===== src/rtl/video_scanout_if.sv =====
// video_scanout_if: VRAM read port and video-block pixel handshake of the scan-out controller
//   mem_req/mem_addr/mem_gnt : read issue (one read per cycle with req & gnt)
//   mem_rvalid/mem_rdata     : in-order read return, 24-bit {R,G,B}
//   pix_data/pix_en/pix_rdy  : pixel to video block, one pixel per rdy pulse
// master = scan-out controller, slave = memory/video side
interface video_scanout_if #(parameter int AW = 20);
  logic          mem_req;
  logic [AW-1:0] mem_addr;
  logic          mem_gnt;
  logic          mem_rvalid;
  logic [23:0]   mem_rdata;
  logic [23:0]   pix_data;
  logic          pix_en;
  logic          pix_rdy;
  modport master(output mem_req, mem_addr, pix_data, pix_en,
                 input mem_gnt, mem_rvalid, mem_rdata, pix_rdy);
  modport slave(input mem_req, mem_addr, pix_data, pix_en,
                output mem_gnt, mem_rvalid, mem_rdata, pix_rdy);
endinterface


===== src/rtl/video_scanout.sv =====
// video_scanout: raster-order VRAM fetch into a pixel FIFO feeding the HDMI video block
//   clk, rst (sync, active-high)
//   enable     : run scan-out, sampled at frame boundaries
//   fb_base    : framebuffer base, latched at frame start
//   bus        : video_scanout_if.master (VRAM read port + pix_data/pix_en/pix_rdy)
//   frame_done : 1-cycle pulse once the last pixel of a frame has been handed off
//   underflow  : sticky, video asked for a pixel while the FIFO was empty
//   SCANOUT_TEST_PATTERN_EN adds input test_mode: colour-bar frames generated internally
module video_scanout #(
  parameter int H_ACTIVE = 640,
  parameter int V_ACTIVE = 480,
  parameter int AW       = 20,
  parameter int STRIDE   = 1024,
  parameter int DEPTH    = 8
) (
  input  logic          clk,
  input  logic          rst,
  input  logic          enable,
  input  logic [AW-1:0] fb_base,
`ifdef SCANOUT_TEST_PATTERN_EN
  input  logic          test_mode,
`endif
  video_scanout_if.master bus,
  output logic          frame_done,
  output logic          underflow
);
  localparam int CW = $clog2(H_ACTIVE);
  localparam int RW = $clog2(V_ACTIVE);
  localparam int PW = $clog2(DEPTH);
  localparam int NW = PW + 1;
  localparam logic [CW-1:0] COL_LAST = CW'(H_ACTIVE - 1);
  localparam logic [RW-1:0] ROW_LAST = RW'(V_ACTIVE - 1);
  localparam logic [NW-1:0] FULL = NW'(DEPTH);
  typedef enum logic [1:0] {IDLE, FETCH, DRAIN} state_t;
  state_t        state;
  logic [CW-1:0] col;
  logic [RW-1:0] row;
  logic [AW-1:0] line_addr;
  logic [NW-1:0] outstanding, count;
  logic [PW-1:0] wp, rp;
  logic [23:0]   mem [DEPTH];
  logic [NW:0]   used;
  logic          tp, issue, push_mem, push_tp, push, pop, advance;
  logic          col_last, row_last, drained, start;
  logic [23:0]   pat;
`ifdef SCANOUT_TEST_PATTERN_EN
  localparam logic [23:0] BARS [8] = '{24'hFFFFFF, 24'hFFFF00, 24'h00FFFF, 24'h00FF00,
                                       24'hFF00FF, 24'hFF0000, 24'h0000FF, 24'h000000};
  logic [2:0] bar;
  assign bar = 3'(col / CW'(H_ACTIVE / 8));
  assign pat = BARS[bar];
  always_ff @(posedge clk) tp <= rst ? 1'b0 : start ? test_mode : tp;
`else
  assign pat = '0;
  assign tp  = 1'b0;
`endif
  // credit: never have more reads in flight than free FIFO slots
  assign used     = {1'b0, outstanding} + {1'b0, count};
  assign bus.mem_req  = state == FETCH && !tp && used < (NW+1)'(DEPTH);
  assign bus.mem_addr = line_addr + AW'(col);
  assign issue    = bus.mem_req && bus.mem_gnt;
  // returns with nothing outstanding are stale (issued before a reset) and dropped
  assign push_mem = bus.mem_rvalid && outstanding != '0;
  assign push_tp  = state == FETCH && tp && count != FULL;
  assign push     = push_mem || push_tp;
  // a pop shows up as pix_en next cycle; blocking while pix_en is high keeps strobes apart
  assign pop      = bus.pix_rdy && count != '0 && !bus.pix_en;
  assign advance  = issue || push_tp;
  assign col_last = col == COL_LAST;
  assign row_last = row == ROW_LAST;
  assign drained  = outstanding == '0 && count == '0;
  assign start    = enable && (state == IDLE || (state == DRAIN && drained));
  always_ff @(posedge clk) if (push) mem[wp] <= push_tp ? pat : bus.mem_rdata;
  always_ff @(posedge clk) begin
    if (rst) begin
      state        <= IDLE;
      col          <= '0;
      row          <= '0;
      line_addr    <= '0;
      outstanding  <= '0;
      count        <= '0;
      wp           <= '0;
      rp           <= '0;
      bus.pix_en   <= 1'b0;
      bus.pix_data <= '0;
      frame_done   <= 1'b0;
      underflow    <= 1'b0;
    end else begin
      assert (!(push && count == FULL));
      frame_done  <= 1'b0;
      bus.pix_en  <= pop;
      if (pop) begin
        bus.pix_data <= mem[rp];
        rp           <= rp + 1'b1;
      end
      if (push) wp <= wp + 1'b1;
      count       <= count + NW'(push) - NW'(pop);
      outstanding <= outstanding + NW'(issue) - NW'(push_mem);
      if (bus.pix_rdy && count == '0 && state != IDLE) underflow <= 1'b1;
      if (advance) begin
        col <= col_last ? '0 : col + 1'b1;
        if (col_last) begin
          row       <= row + 1'b1;
          line_addr <= line_addr + AW'(STRIDE);
        end
      end
      if (state == FETCH && advance && col_last && row_last) state <= DRAIN;
      if (state == DRAIN && drained) begin
        frame_done <= 1'b1;
        state      <= IDLE;
      end
      if (start) begin
        state     <= FETCH;
        line_addr <= fb_base;
        col       <= '0;
        row       <= '0;
        underflow <= 1'b0;
      end
    end
  end
endmodule


===== src/flat_wrapper.sv =====
// flat-port wrapper written by rule: the top's interface ports become plain ports
module video_scanout_flat 
#(
  parameter int H_ACTIVE = 640,
  parameter int V_ACTIVE = 480,
  parameter int AW       = 20,
  parameter int STRIDE   = 1024,
  parameter int DEPTH    = 8
)
  (clk, rst, enable, fb_base, frame_done, underflow, bus_mem_req, bus_mem_addr, bus_pix_data, bus_pix_en, bus_mem_gnt, bus_mem_rvalid, bus_mem_rdata, bus_pix_rdy);
  video_scanout_if #(.AW(AW)) bus_i ();
  input  logic clk;
  input  logic rst;
  input  logic enable;
  input  logic [AW-1:0] fb_base;
  output logic frame_done;
  output logic underflow;
  output wire logic [$bits(bus_i.mem_req)-1:0] bus_mem_req;
  output wire logic [$bits(bus_i.mem_addr)-1:0] bus_mem_addr;
  output wire logic [$bits(bus_i.pix_data)-1:0] bus_pix_data;
  output wire logic [$bits(bus_i.pix_en)-1:0] bus_pix_en;
  input wire logic [$bits(bus_i.mem_gnt)-1:0] bus_mem_gnt;
  input wire logic [$bits(bus_i.mem_rvalid)-1:0] bus_mem_rvalid;
  input wire logic [$bits(bus_i.mem_rdata)-1:0] bus_mem_rdata;
  input wire logic [$bits(bus_i.pix_rdy)-1:0] bus_pix_rdy;
  assign bus_mem_req = bus_i.mem_req;
  assign bus_mem_addr = bus_i.mem_addr;
  assign bus_pix_data = bus_i.pix_data;
  assign bus_pix_en = bus_i.pix_en;
  assign bus_i.mem_gnt = bus_mem_gnt;
  assign bus_i.mem_rvalid = bus_mem_rvalid;
  assign bus_i.mem_rdata = bus_mem_rdata;
  assign bus_i.pix_rdy = bus_pix_rdy;
  video_scanout #(.H_ACTIVE(H_ACTIVE), .V_ACTIVE(V_ACTIVE), .AW(AW), .STRIDE(STRIDE), .DEPTH(DEPTH)) u_core (.clk(clk), .rst(rst), .enable(enable), .fb_base(fb_base), .bus(bus_i), .frame_done(frame_done), .underflow(underflow));
endmodule

===== config.mk =====
export PLATFORM = sky130hd
export DESIGN_NAME = video_scanout_flat
export DESIGN_NICKNAME = d
export VERILOG_FILES = /design/src/rtl/video_scanout_if.sv /design/src/rtl/video_scanout.sv /design/src/flat_wrapper.sv
export SDC_FILE = /design/constraint.sdc
export NUM_CORES = 1
export LEC_CHECK = 0
export ABC_AREA = 1
export BUFFER_PORTS_ARGS = -buffer_cell sky130_fd_sc_hd__buf_4
export CORE_ASPECT_RATIO = 0.8
export CORE_MARGIN = 5
export CORE_UTILIZATION = 28
export CTS_BUF_LIST = sky130_fd_sc_hd__clkbuf_16
export DETAILED_ROUTE_END_ITERATION = 8
export GPL_ROUTABILITY_DRIVEN = 0
export HOLD_SLACK_MARGIN = 0.15
export PLACE_DENSITY = 0.45
export SYNTH_ARGS = -nofsm -noshare
export SYNTH_HDL_FRONTEND = slang
export SYNTH_SLANG_ARGS = --single-unit

===== constraint.sdc =====
create_clock -name clk -period 2.3 [get_ports clk]
set_clock_uncertainty 0.05 [all_clocks]
set_input_delay 0.23 -clock clk [delete_from_list [all_inputs] [get_ports clk]]
set_output_delay 0.23 -clock clk [all_outputs]
set_load 0.02 [all_outputs]

==> results of run 1 <==
through the flow:
step	instance area, um^2	power (W)	util [%]
2_1_floorplan	11900	0.00845	-
3_3_place_gp	13500	0.00983	32.2
3_5_place_dp	13500	0.00985	32.2
4_1_cts	15400	0.0149	36.7
5_1_grt	15600	0.0156	37.3
6_report	15600	0.0147	37.3
cells by family after synthesis:
| group | after synthesis |
|---|---|
| adder cells (fa/ha/maj) | 31 |
| AO/OA/AOI/OAI | 281 |
| AND/OR/NAND/NOR | 428 |
| buffers and inverters | 122 |
| XOR/XNOR | 26 |
| flip-flops | 274 |
metal layers:
metal  GRT usage [%]  vias up
met1            18.4     4239
met2            20.5      123
li1                -     4405
met4            2.96        2
met3            2.13       43
met5               0        -
power by group:
group | switching [W] | total (W) | leakage, nW | internal, W
clock network | 0.00197 | 0.00485 | 0.516 | 0.00287
registers | 0.000219 | 0.00603 | 2.42 | 0.00581
logic | 0.00237 | 0.00380 | 2.91 | 0.00143
total | 0.00456 | 0.0147 | 5.84 | 0.0101
worst paths after layout:
kind | to | cells after the start
hold / removal | u_core.mem[7][16]$_DFFE_PP_ | 2
hold reg to reg | u_core.underflow$_SDFFE_PP0P_ | 2
setup reg to reg | u_core.line_addr[12]$_SDFFE_PP0P_ | 12
setup / recovery | bus_mem_addr[8] | 11
registers in the layout, indices dropped and copies added (netlist names):
signal and cells:
u_core.count 4, u_core.frame_done 1, u_core.rp 3, u_core.bus.pix_data 24, u_core.mem 192, u_core.state 2, u_core.wp 3, u_core.row 9
u_core.col 10, u_core.underflow 1, u_core.outstanding 4, u_core.line_addr 20, u_core.bus.pix_en 1
layout by cell type, fill, tap and decap left out, types with 7 or more instances in the layout:
master                          instances
sky130_fd_sc_hd__o22ai_1               24
sky130_fd_sc_hd__xor2_1                18
sky130_fd_sc_hd__ha_1                  18
sky130_fd_sc_hd__clkinv_1               7
sky130_fd_sc_hd__dfxtp_1               61
sky130_fd_sc_hd__buf_4                117
sky130_fd_sc_hd__nor2_1               200
sky130_fd_sc_hd__nand2_1              120
sky130_fd_sc_hd__o21ai_1               18
sky130_fd_sc_hd__buf_12                16
sky130_fd_sc_hd__clkbuf_16             31
sky130_fd_sc_hd__o211ai_1              24
sky130_fd_sc_hd__dfxtp_2               15
sky130_fd_sc_hd__nor2_2                13
sky130_fd_sc_hd__nand3_1               37
sky130_fd_sc_hd__nand3_2                9
sky130_fd_sc_hd__edfxtp_1             192
sky130_fd_sc_hd__nor3_1                10
sky130_fd_sc_hd__ha_4                  10
sky130_fd_sc_hd__nand2_2               18
sky130_fd_sc_hd__inv_1                 67
sky130_fd_sc_hd__o21ai_0              145
sky130_fd_sc_hd__a21oi_1               52
sky130_fd_sc_hd__dlygate4sd3_1         58
sky130_fd_sc_hd__buf_6                 12
area by class of cell:
class	instances	area, um^2
Tap cell	552	691
Timing Repair Buffer	203	1910
Clock buffer	31	776
Fill cell	4180	26300
Clock inverter	25	216
Inverter	65	249
Sequential cell	274	7450
Multi-Input combinational cell	767	4340
what timing repair did:
| action | 4_1_cts | 5_1_grt |
|---|---|---|
| cloned | 1 | 0 |
| hold endpoints to repair | 230 | 0 |
| pin swaps | 12 | 24 |
| hold buffers | 58 | 0 |
| gates resized for setup | 61 | 55 |
| endpoints found under the setup margin | 18 | 19 |
| setup buffers | 6 | 7 |
==> flow_metrics.py, run 1 <==
metrics = {
    "sta": {
        "grt_setup_unrepaired": "true",
        "fmax_mhz": 390,
        "final-max-slew-violation-count": 0,
        "worst_slew_pin_slew_ns": 0.566,
        "final.setup.tns_ns": -1.96,
        "finalSetupViolations": 15,
        "final.hold.worst_slack_ns": 0.405,
        "min_cycle_time_layout_ns": 2.56,
        "setup_ws_ns": -0.262,
        "timing.final.hold_violations": 0,
        "fin_crit_sh_pct": 111,
        "worst_relative_slew_slack_pct": 62.3,
    },
    "yosys": {
        "ys.flop_type": "sky130_fd_sc_hd__edfxtp_1",
        "synthAdderAreaFrac_pct": 3.45,
        "synth-warning-count": 0,
        "synthMuxAreaShare_pct": 0,
        "post_synth_num_cell_types": 40,
        "synth_xor_xnor_area_share_pct": 1.92,
        "synth_largest_type_area_fraction_pct": 48.5,
        "synth-compound-area-share_pct": 12.7,
        "postSynthAreaPerCell_um2": 10.2,
        "post-synth-top-area-cell": "sky130_fd_sc_hd__edfxtp_1",
        "synth_top_family_by_area": "simple AND/OR/NAND/NOR gates",
        "netlist_area_um2": 11900,
        "synthTopCellsByArea": "sky130_fd_sc_hd__edfxtp_1 48%, sky130_fd_sc_hd__dfxtp_1 14%, sky130_fd_sc_hd__nor2_1 6.8%",
        "post_synth_and_or_nand_nor_area_fraction_pct": 15.0,
        "yosys-top-cells-count": "214 x sky130_fd_sc_hd__nor2_1, 192 x sky130_fd_sc_hd__edfxtp_1, 150 x sky130_fd_sc_hd__o21ai_0, 141 x sky130_fd_sc_hd__nand2_1, 82 x sky130_fd_sc_hd__dfxtp_1",
        "asyncSetResetFlopFracSynth_pct": 0,
        "post-synth-top-count-cell": "sky130_fd_sc_hd__nor2_1",
        "synth_net_count": 1243,
        "seq_area_frac_synth_pct": 62.3,
        "syn-instance-count": 1162,
        "number_of_flops_mapped_to_enable_cells_by_yosys": 192,
        "synth_seq_cells": 274,
    },
    "worst_setup_path": {
        "setup.worst_path.end_class": "output port",
        "worstPathMaxFanout": 2,
        "crit_buf_inv": 1,
        "timing_worst_setup_path_type": "reg -> out",
        "critical-path-top-delay-family": "adder cells",
        "reg2reg_setup_slack_ns": 0.15,
        "crit_path_cell_trace": "ha_4 > fa_2 > nand2_2 > nand2_1 > o21a_1 > nand2_1 > nand2_2 > nand2_2 > nand2_2 > xor2_1 > buf_4",
        "cp_common_cell": "sky130_fd_sc_hd__nand2_2",
        "data_required_time_of_the_worst_path_ns": 2.02,
        "max_stage_delay_ns": 0.38,
        "arr_time_crit_path_ns": 2.28,
        "regToRegStartpoint": "u_core.count[2]$_SDFF_PP0_",
        "crit_start": "u_core.col[0]$_SDFFE_PP0P_",
        "cp-start-kind": "register",
        "timing.critical_path.slowest_stage_cell": "sky130_fd_sc_hd__fa_2",
    },
    "drt": {
        "met3_length_um": 1130,
        "drt_wl_total_um": 31000,
        "wl_met1_um": 15200,
        "first_iter_violations": 458,
        "met2_wirelength_um": 14000,
        "antenna_left": 0,
        "vias": 8812,
        "drtPass1Iterations": 4,
        "drc": 0,
        "vias_per_cell": 4.60,
        "top_layer_used": "met5",
        "drt-wirelength-per-cell_um": 16.2,
    },
    "clock_tree": {
        "h-tree-depth": 1,
        "cts.reportedPaths.clkPinSlew_ns": 0.06,
        "clock_tree_from_tritoncts": "built",
        "clock_latency_ns": 0.56,
        "cts.sinks": 274,
        "cts_made_buffers": 30,
        "clockBufferDepth": 3,
        "ctsRootBufferMaster": "sky130_fd_sc_hd__clkbuf_16",
    },
    "place": {
        "place_ws_ns": 0.144,
        "dp_hpwl_um": 18300,
        "dpl.cell_count": 1790,
        "port_buffers": 97,
    },
    "run": {
        "maxCapViolCount": 0,
    },
    "die": {
        "ioPinCount": 98,
        "initial_core_utilization_pct": 28.4,
        "fp.dieArea_um2": 46700,
        "floorplan.die.width_um": 240,
        "dieHeight_um": 194,
        "placement_rows": 67,
        "core_area_um2": 41900,
    },
    "layout": {
        "insertedDiodeCount": 0,
        "final_net_count": 1422,
        "layout.cells.non_filler": 1917,
        "drive_gt1_share_pct": 21.5,
        "synthToLayoutAreaGrowth_pct": 31.5,
    },
    "global_route": {
        "first_global_vias": 8603,
        "grt_max_degree": 98,
        "grt-ovfl-total": 0,
        "globalRouteTotalUtil_pct": 12.9,
        "grt_pass1_wl_um": 48400,
        "grt_antenna_before_repair": 1,
    },
    "worst_hold_path": {
        "hold_path.class": "in -> reg",
        "min_from": "bus_mem_rdata[16]",
    },
    "power_and_ir_drop": {
        "power_per_cell_area_nw_per_um2": 939,
        "vdd_drop_max_mv": 0.558,
        "leakagePower_nw": 5.84,
    },
    "status": {
        "status": "complete, but fails checks",
        "violations": "setup timing",
    },
}
Power figures use the tool's default switching activity.
==> run 2, diff against run 1 <==
--- a/config.mk
+++ b/config.mk
@@ -9,12 +9,13 @@
 export BUFFER_PORTS_ARGS = -buffer_cell sky130_fd_sc_hd__buf_4
 export CORE_ASPECT_RATIO = 0.8
 export CORE_MARGIN = 5
-export CORE_UTILIZATION = 28
+export CORE_UTILIZATION = 30
 export CTS_BUF_LIST = sky130_fd_sc_hd__clkbuf_16
 export DETAILED_ROUTE_END_ITERATION = 8
 export GPL_ROUTABILITY_DRIVEN = 0
+export GPL_TIMING_DRIVEN = 0
 export HOLD_SLACK_MARGIN = 0.15
-export PLACE_DENSITY = 0.45
+export PLACE_DENSITY = 0.47
 export SYNTH_ARGS = -nofsm -noshare
 export SYNTH_HDL_FRONTEND = slang
 export SYNTH_SLANG_ARGS = --single-unit
==> run 2 against run 1 <==
Effect of this change:
- the flow still finishes with violations (setup timing)
- register-to-register slack lost 0.07 ns
- utilization grew 3.2 points
- flip-flop and latch count unchanged
- worst hold slack worse by 0.24 ns
- non-clock buffer count increased by 51
- cell count is 1.9% higher
- maximum frequency up 0.73%
- clock power down 4%
- worst setup slack improved by 0.019 ns
- critical endpoint unchanged
==> flow_metrics.py, run 2 (synthesis gave the netlist of run 1 again) <==
metrics = {
    "run": {
        "maxCapViolCount": 0,
    },
    "die": {
        "core_area_um2": 39300,
        "initial_core_utilization_pct": 30.3,
        "floorplan.die.width_um": 233,
        "fp.dieArea_um2": 43700,
        "placement_rows": 65,
        "dieHeight_um": 188,
        "ioPinCount": 98,
    },
    "drt": {
        "vias": 9292,
        "drc": 0,
        "drt-wirelength-per-cell_um": 18.9,
        "vias_per_cell": 4.76,
        "first_iter_violations": 635,
        "drtPass1Iterations": 5,
        "drt_wl_total_um": 36900,
        "antenna_left": 0,
    },
    "sta": {
        "grt_setup_unrepaired": "true",
        "finalSetupViolations": 16,
        "timing.final.hold_violations": 0,
        "worst_slew_pin_slew_ns": 0.904,
        "setup_ws_ns": -0.244,
        "fmax_mhz": 393,
        "min_cycle_time_layout_ns": 2.54,
        "worst_relative_slew_slack_pct": 39.8,
        "fin_crit_sh_pct": 111,
        "final-max-slew-violation-count": 0,
        "final.hold.worst_slack_ns": 0.168,
    },
    "power_and_ir_drop": {
        "power_frac_comb_pct": 29.1,
        "clock_power_share_pct": 30.8,
        "cell_internal_pwr_w": 0.0101,
        "power.net_switching_w": 0.00503,
        "vdd_drop_max_mv": 0.629,
        "power.sequential.fraction_pct": 40.1,
        "power_per_cell_area_nw_per_um2": 951,
        "leakagePower_nw": 5.95,
        "power.share.switching_pct": 33.2,
    },
    "clock_tree": {
        "cts.sinks": 274,
        "cts_made_buffers": 30,
        "clockBufferDepth": 3,
        "clock_latency_ns": 0.57,
        "h-tree-depth": 1,
        "cts.reportedPaths.clkPinSlew_ns": 0.06,
        "ctsRootBufferMaster": "sky130_fd_sc_hd__clkbuf_16",
        "clock_tree_from_tritoncts": "built",
    },
    "worst_setup_path": {
        "data_required_time_of_the_worst_path_ns": 2.02,
        "cp-start-kind": "register",
        "crit_path_cell_trace": "ha_4 > fa_2 > nand2_1 > nand2_1 > o21a_1 > nand2_1 > nand2_2 > nand2_2 > nand2_2 > xor2_1 > buf_4",
        "timing.critical_path.slowest_stage_cell": "sky130_fd_sc_hd__fa_2",
        "critical-path-top-delay-family": "adder cells",
        "max_stage_delay_ns": 0.36,
        "timing_worst_setup_path_type": "reg -> out",
        "setup.worst_path.end_class": "output port",
        "arr_time_crit_path_ns": 2.26,
        "crit_buf_inv": 1,
        "worstPathMaxFanout": 2,
    },
    "layout": {
        "fin_util_pct": 40.5,
        "layout_common_cells": "199 x sky130_fd_sc_hd__nor2_1, 192 x sky130_fd_sc_hd__edfxtp_1, 144 x sky130_fd_sc_hd__o21ai_0",
        "max_flop_register": "u_core.mem",
        "drive_gt1_share_pct": 23.3,
        "largest_reg_flops": 192,
        "top_regs": "u_core.mem: 192 flops, u_core.bus.pix_data: 24 flops, u_core.line_addr: 20 flops",
        "final_net_count": 1473,
        "synthToLayoutAreaGrowth_pct": 33.9,
        "fillers": 3846,
        "most_frequent_standard_cell_in_the_layout_excluding_fill_and_tap_cells": "sky130_fd_sc_hd__nor2_1",
    },
    "place": {
        "port_buffers": 96,
        "dp_hpwl_um": 23100,
    },
    "global_route": {
        "grt_pass1_wl_um": 55100,
        "grt_max_degree": 20,
        "grt_antenna_before_repair": 1,
        "globalRouteTotalUtil_pct": 16.4,
        "first_global_vias": 8985,
        "grt-ovfl-total": 0,
    },
    "worst_hold_path": {
        "hold_path.class": "in -> reg",
    },
    "status": {
        "violations": "setup timing",
        "status": "complete, but fails checks",
    },
}
## run 2: routing by layer
metal | up-vias | GRT usage, % | part of all wire (%)
li1 | 4516 | - | -
met1 | 4460 | 24.0 | 48
met2 | 252 | 25.5 | 45
met3 | 62 | 2.66 | 5.2
met4 | 2 | 3.91 | 2.3
met5 | - | 0 | 0.019
## run 2: cell type report
cell class,instances,area [um^2],area share [%]
inverters,65,254,1.60
well taps,536,671,4.21
multi-input cells,767,4440,27.9
diodes,1,2.50,0.0157
repair buffers,197,1830,11.5
clock buffers,30,751,4.72
flip-flops and latches,274,7450,46.8
clock inverters,26,201,1.27
plain buffers,57,323,2.03
## run 2: stage by stage
step	setup WS [ns]	instances	total power (W)	area (um^2)	setup TNS, ns
floorplan	-0.221	1162	0.00845	11900	-21.23
global placement	-1.82	1794	0.0100	13300	-243.16
detailed placement	-0.535	1802	0.0101	13500	-9.58
CTS	-0.270	1940	0.0152	15700	-2.06
global route	-0.367	1952	0.0159	15900	-3.46
finish	-0.244	1953	0.0151	15900	-1.79
## run 2: power by group through the flow
stage	Sequential, W	Combinational, W	Clock [W]
after floorplan	0.00628	0.00217	0
after global placement	0.00618	0.00382	0
after detailed placement	0.00615	0.00396	0
after CTS	0.00606	0.00433	0.00477
after global routing	0.00611	0.00486	0.00497
final	0.00607	0.00440	0.00467
## run 2: worst min-delay path, stage by stage
cell and delay (ns):
sky130_fd_sc_hd__buf_4 0.12, sky130_fd_sc_hd__clkbuf_1 0.25, sky130_fd_sc_hd__nor2_1 0.15
## run 2: worst paths after layout
kind	start	end	slack, ns	cells after the start
setup reg to reg	u_core.count[2]$_SDFF_PP0_	u_core.count[1]$_SDFF_PP0_	0.08	12
hold / removal	rst	u_core.bus.pix_en$_SDFF_PP0_	0.17	3
setup / recovery	u_core.col[0]$_SDFFE_PP0P_	bus_mem_addr[8]	-0.24	11
hold reg to reg	u_core.underflow$_SDFFE_PP0P_	u_core.underflow$_SDFFE_PP0P_	0.44	2
## run 2: timing repair
item / 4_1_cts / 5_1_grt
gates resized for setup: 109 / 38
pin swaps: 23 / 31
hold endpoints to repair: 221 / 0
cloned: 1 / 0
hold buffers: 55 / 0
setup buffers: 26 / 13
endpoints found under the setup margin: 124 / 64
==> run 3, diff against run 2 <==
--- a/config.mk
+++ b/config.mk
@@ -5,7 +5,7 @@
 export SDC_FILE = /design/constraint.sdc
 export NUM_CORES = 1
 export LEC_CHECK = 0
-export ABC_AREA = 1
+export ABC_AREA = 0
 export BUFFER_PORTS_ARGS = -buffer_cell sky130_fd_sc_hd__buf_4
 export CORE_ASPECT_RATIO = 0.8
 export CORE_MARGIN = 5
==> run 3 against run 2 <==
Effect of this change:
- critical path type unchanged
- worst hold slack improved by 0.033 ns
- cell count fell by 23%
- synthesized cell count fell by 35%
- the run still ends with setup timing left
- die area fell by 4.8%
- combinational power fell by 9.8%
- clock power fell by 3%
- largest power group unchanged
- highest routed layer is now met4
- critical path depth fell by 2
==> flow_metrics.py, run 3 <==
metrics = {
    "yosys": {
        "asyncSetResetFlopFracSynth_pct": 0,
        "post_synth_and_or_nand_nor_area_fraction_pct": 8.37,
        "synthAdderAreaFrac_pct": 3.63,
        "post-synth-top-area-cell": "sky130_fd_sc_hd__edfxtp_1",
        "synthMuxAreaShare_pct": 11.9,
        "postSynthAreaPerCell_um2": 14.9,
        "synth_largest_type_area_fraction_pct": 51.1,
        "netlist_area_um2": 11300,
        "synth_top_family_by_area": "multiplexers",
        "synth-compound-area-share_pct": 4.78,
        "post_synth_num_cell_types": 48,
        "synthTopCellsByArea": "sky130_fd_sc_hd__edfxtp_1 51%, sky130_fd_sc_hd__dfxtp_1 15%, sky130_fd_sc_hd__mux4_2 9.6%",
        "synth_xor_xnor_area_share_pct": 3.96,
        "yosys-top-cells-count": "192 x sky130_fd_sc_hd__edfxtp_1, 87 x sky130_fd_sc_hd__nor2_1, 82 x sky130_fd_sc_hd__dfxtp_1, 55 x sky130_fd_sc_hd__nand2_1, 48 x sky130_fd_sc_hd__mux4_2",
        "number_of_flops_mapped_to_enable_cells_by_yosys": 192,
        "syn-instance-count": 756,
        "ys.flop_type": "sky130_fd_sc_hd__edfxtp_1",
        "seq_area_frac_synth_pct": 65.6,
        "post-synth-top-count-cell": "sky130_fd_sc_hd__edfxtp_1",
        "synth_net_count": 837,
        "synth-warning-count": 0,
        "synth_seq_cells": 274,
    },
    "layout": {
        "layout_common_cells": "192 x sky130_fd_sc_hd__edfxtp_1, 130 x sky130_fd_sc_hd__buf_4, 72 x sky130_fd_sc_hd__nor2_1",
        "largest_reg_flops": 192,
        "drive_gt1_share_pct": 37.8,
        "final_net_count": 1069,
        "most_frequent_standard_cell_in_the_layout_excluding_fill_and_tap_cells": "sky130_fd_sc_hd__edfxtp_1",
        "insertedDiodeCount": 0,
        "top_regs": "u_core.mem: 192 flops, u_core.bus.pix_data: 24 flops, u_core.line_addr: 20 flops",
        "synthToLayoutAreaGrowth_pct": 36.8,
        "max_flop_register": "u_core.mem",
    },
    "global_route": {
        "grt_pass1_wl_um": 44200,
        "grt-ovfl-total": 0,
        "globalRouteTotalUtil_pct": 13.7,
        "first_global_vias": 7321,
        "grt_max_degree": 19,
        "grt_antenna_before_repair": 0,
    },
    "clock_tree": {
        "clockBufferDepth": 3,
        "cts_made_buffers": 29,
        "cts.reportedPaths.clkPinSlew_ns": 0.06,
        "ctsRootBufferMaster": "sky130_fd_sc_hd__clkbuf_16",
        "clock_tree_from_tritoncts": "built",
        "clock_latency_ns": 0.57,
        "cts.sinks": 274,
        "h-tree-depth": 1,
    },
    "sta": {
        "finalSetupViolations": 24,
        "final.hold.worst_slack_ns": 0.201,
        "setup_ws_ns": -0.518,
        "min_cycle_time_layout_ns": 2.82,
        "final-max-slew-violation-count": 0,
        "grt_setup_unrepaired": "true",
        "timing.final.hold_violations": 0,
        "worst_relative_slew_slack_pct": 44.9,
        "worst_slew_pin_slew_ns": 0.826,
        "fmax_mhz": 355,
        "fin_crit_sh_pct": 123,
        "final.setup.tns_ns": -6.00,
    },
    "die": {
        "dieHeight_um": 184,
        "floorplan.die.width_um": 227,
        "initial_core_utilization_pct": 30.4,
        "core_area_um2": 37100,
        "fp.dieArea_um2": 41600,
        "placement_rows": 63,
        "ioPinCount": 98,
    },
    "place": {
        "port_buffers": 96,
        "dp_hpwl_um": 18200,
    },
    "power_and_ir_drop": {
        "vdd_drop_max_mv": 0.635,
        "power.net_switching_w": 0.00431,
        "clock_power_share_pct": 31.0,
        "cell_internal_pwr_w": 0.0103,
        "power.sequential.fraction_pct": 41.8,
        "leakagePower_nw": 5.38,
        "power_frac_comb_pct": 27.2,
        "power.share.switching_pct": 29.5,
        "power_per_cell_area_nw_per_um2": 945,
    },
    "worst_hold_path": {
        "hold_path.class": "in -> reg",
        "whs_path_depth": 6,
        "min_from": "bus_mem_gnt",
        "min_delay_worst_endpoint": "u_core.col[1]$_SDFFE_PP0P_",
    },
    "worst_setup_path": {
        "rr_endpoint": "u_core.line_addr[16]$_SDFFE_PP0P_",
        "critical-path-top-delay-family": "adder cells",
        "cp-start-kind": "register",
        "data_required_time_of_the_worst_path_ns": 2.02,
        "timing.critical_path.slowest_stage_cell": "sky130_fd_sc_hd__dfxtp_4",
        "worstPathMaxFanout": 5,
        "max_stage_delay_ns": 0.36,
        "crit_path_cell_trace": "ha_4 > fa_2 > a21oi_2 > o211ai_1 > nand2_1 > o21a_4 > nand2b_4 > xnor2_2 > buf_4",
        "crit_buf_inv": 1,
        "regToRegStartpoint": "u_core.count[3]$_SDFF_PP0_",
        "reg2reg_setup_slack_ns": -0.08,
        "timing_worst_setup_path_type": "reg -> out",
        "setup.worst_path.end_class": "output port",
        "arr_time_crit_path_ns": 2.54,
        "worst_reg2reg_path_length_in_cells": 8,
    },
    "drt": {
        "drtPass1Iterations": 5,
        "drt_wl_total_um": 28800,
        "first_iter_violations": 295,
        "vias": 7000,
        "drt-wirelength-per-cell_um": 19.2,
        "vias_per_cell": 4.67,
        "antenna_left": 0,
        "drc": 0,
    },
    "status": {
        "status": "complete, but fails checks",
        "violations": "setup timing",
    },
    "run": {
        "maxCapViolCount": 0,
    },
}
-- run 3: timing repair --
item                                    in CTS  in global routing
setup buffers                               40                 15
hold buffers                                47                  1
cloned                                       1                  0
endpoints found under the setup margin     223                 77
resized for setup                           97                 66
hold endpoints to repair                   214                  1
pin swaps                                   58                 48
-- run 3: through the flow --
step	util, %	std cells	setup slack [ns]	area (um^2)	total power [W]
floorplan	-	756	-0.268	11400	0.00847
global placement	34.2	1339	-1.71	12700	0.00963
detailed placement	35.0	1348	-0.609	13000	0.00977
CTS	40.8	1487	-0.535	15200	0.0147
global route	41.6	1498	-0.660	15400	0.0154
finish	41.6	1498	-0.518	15400	0.0146
-- run 3: how the worst max path moves through the flow --
stage          depth (start not counted)  slack [ns]                          end                             start
3_5_place_dp                           8       -0.61             bus_mem_addr[11]        u_core.col[1]$_SDFFE_PP0P_
3_3_place_gp                           7       -1.71  u_core.mem[2][22]$_DFFE_PP_  u_core.outstanding[2]$_SDFF_PP0_
6_report                               9       -0.52             bus_mem_addr[12]        u_core.col[0]$_SDFFE_PP0P_
2_1_floorplan                          7       -0.27   u_core.mem[2][0]$_DFFE_PP_  u_core.outstanding[2]$_SDFF_PP0_
4_1_cts                                9       -0.53             bus_mem_addr[12]        u_core.col[0]$_SDFFE_PP0P_
5_1_grt                                9       -0.66             bus_mem_addr[15]        u_core.col[3]$_SDFFE_PP0P_
-- run 3: worst register-to-register path: cells and delay by family, from the launching register on --
kind	cells	cell delay [ns]
buffers and inverters	1	0.18
flip-flops	1	0.33
XOR/XNOR	1	0.08
AND/OR/NAND/NOR	3	1.03
AO/OA/AOI/OAI	2	0.40
adder cells (fa/ha/maj)	1	0.24
-- run 3: area by class of cell --
| type | count | area (um^2) |
|---|---|---|
| plain buffers | 32 | 181 |
| clock buffers | 29 | 726 |
| clock inverters | 25 | 195 |
| fillers | 3417 | 21700 |
| inverters | 17 | 66.3 |
| multi-input cells | 431 | 4300 |
| flip-flops and latches | 274 | 7440 |
| well taps | 487 | 609 |
| repair buffers | 203 | 1930 |
-- run 3: cells by family (layout without fill, tap and decap cells) --
group | after synthesis | after routing
adders and majority gates | 31 | 31
muxes | 74 | 74
xor gates and xnor gates | 51 | 51
and+or+nand+nor | 196 | 196
AOI/OAI and AO/OA | 79 | 79
buffers and inverters | 51 | 306
DFF | 274 | 274
-- run 3: per-layer routing --
layer	global-route usage, %	wire length, um	vias up
li1	-	-	3303
met1	19.3	13000	3515
met2	22.7	13800	144
met3	2.54	1440	38
met4	2.41	503	0
met5	0	0	-
-- run 3: power by group through the flow --
stage          logic [W]  clock network [W]  registers, W
5_1_grt          0.00438            0.00488       0.00616
3_3_place_gp     0.00344                  0       0.00619
6_report         0.00397            0.00452       0.00611
2_1_floorplan    0.00219                  0       0.00628
3_5_place_dp     0.00360                  0       0.00617
4_1_cts          0.00397            0.00468       0.00610
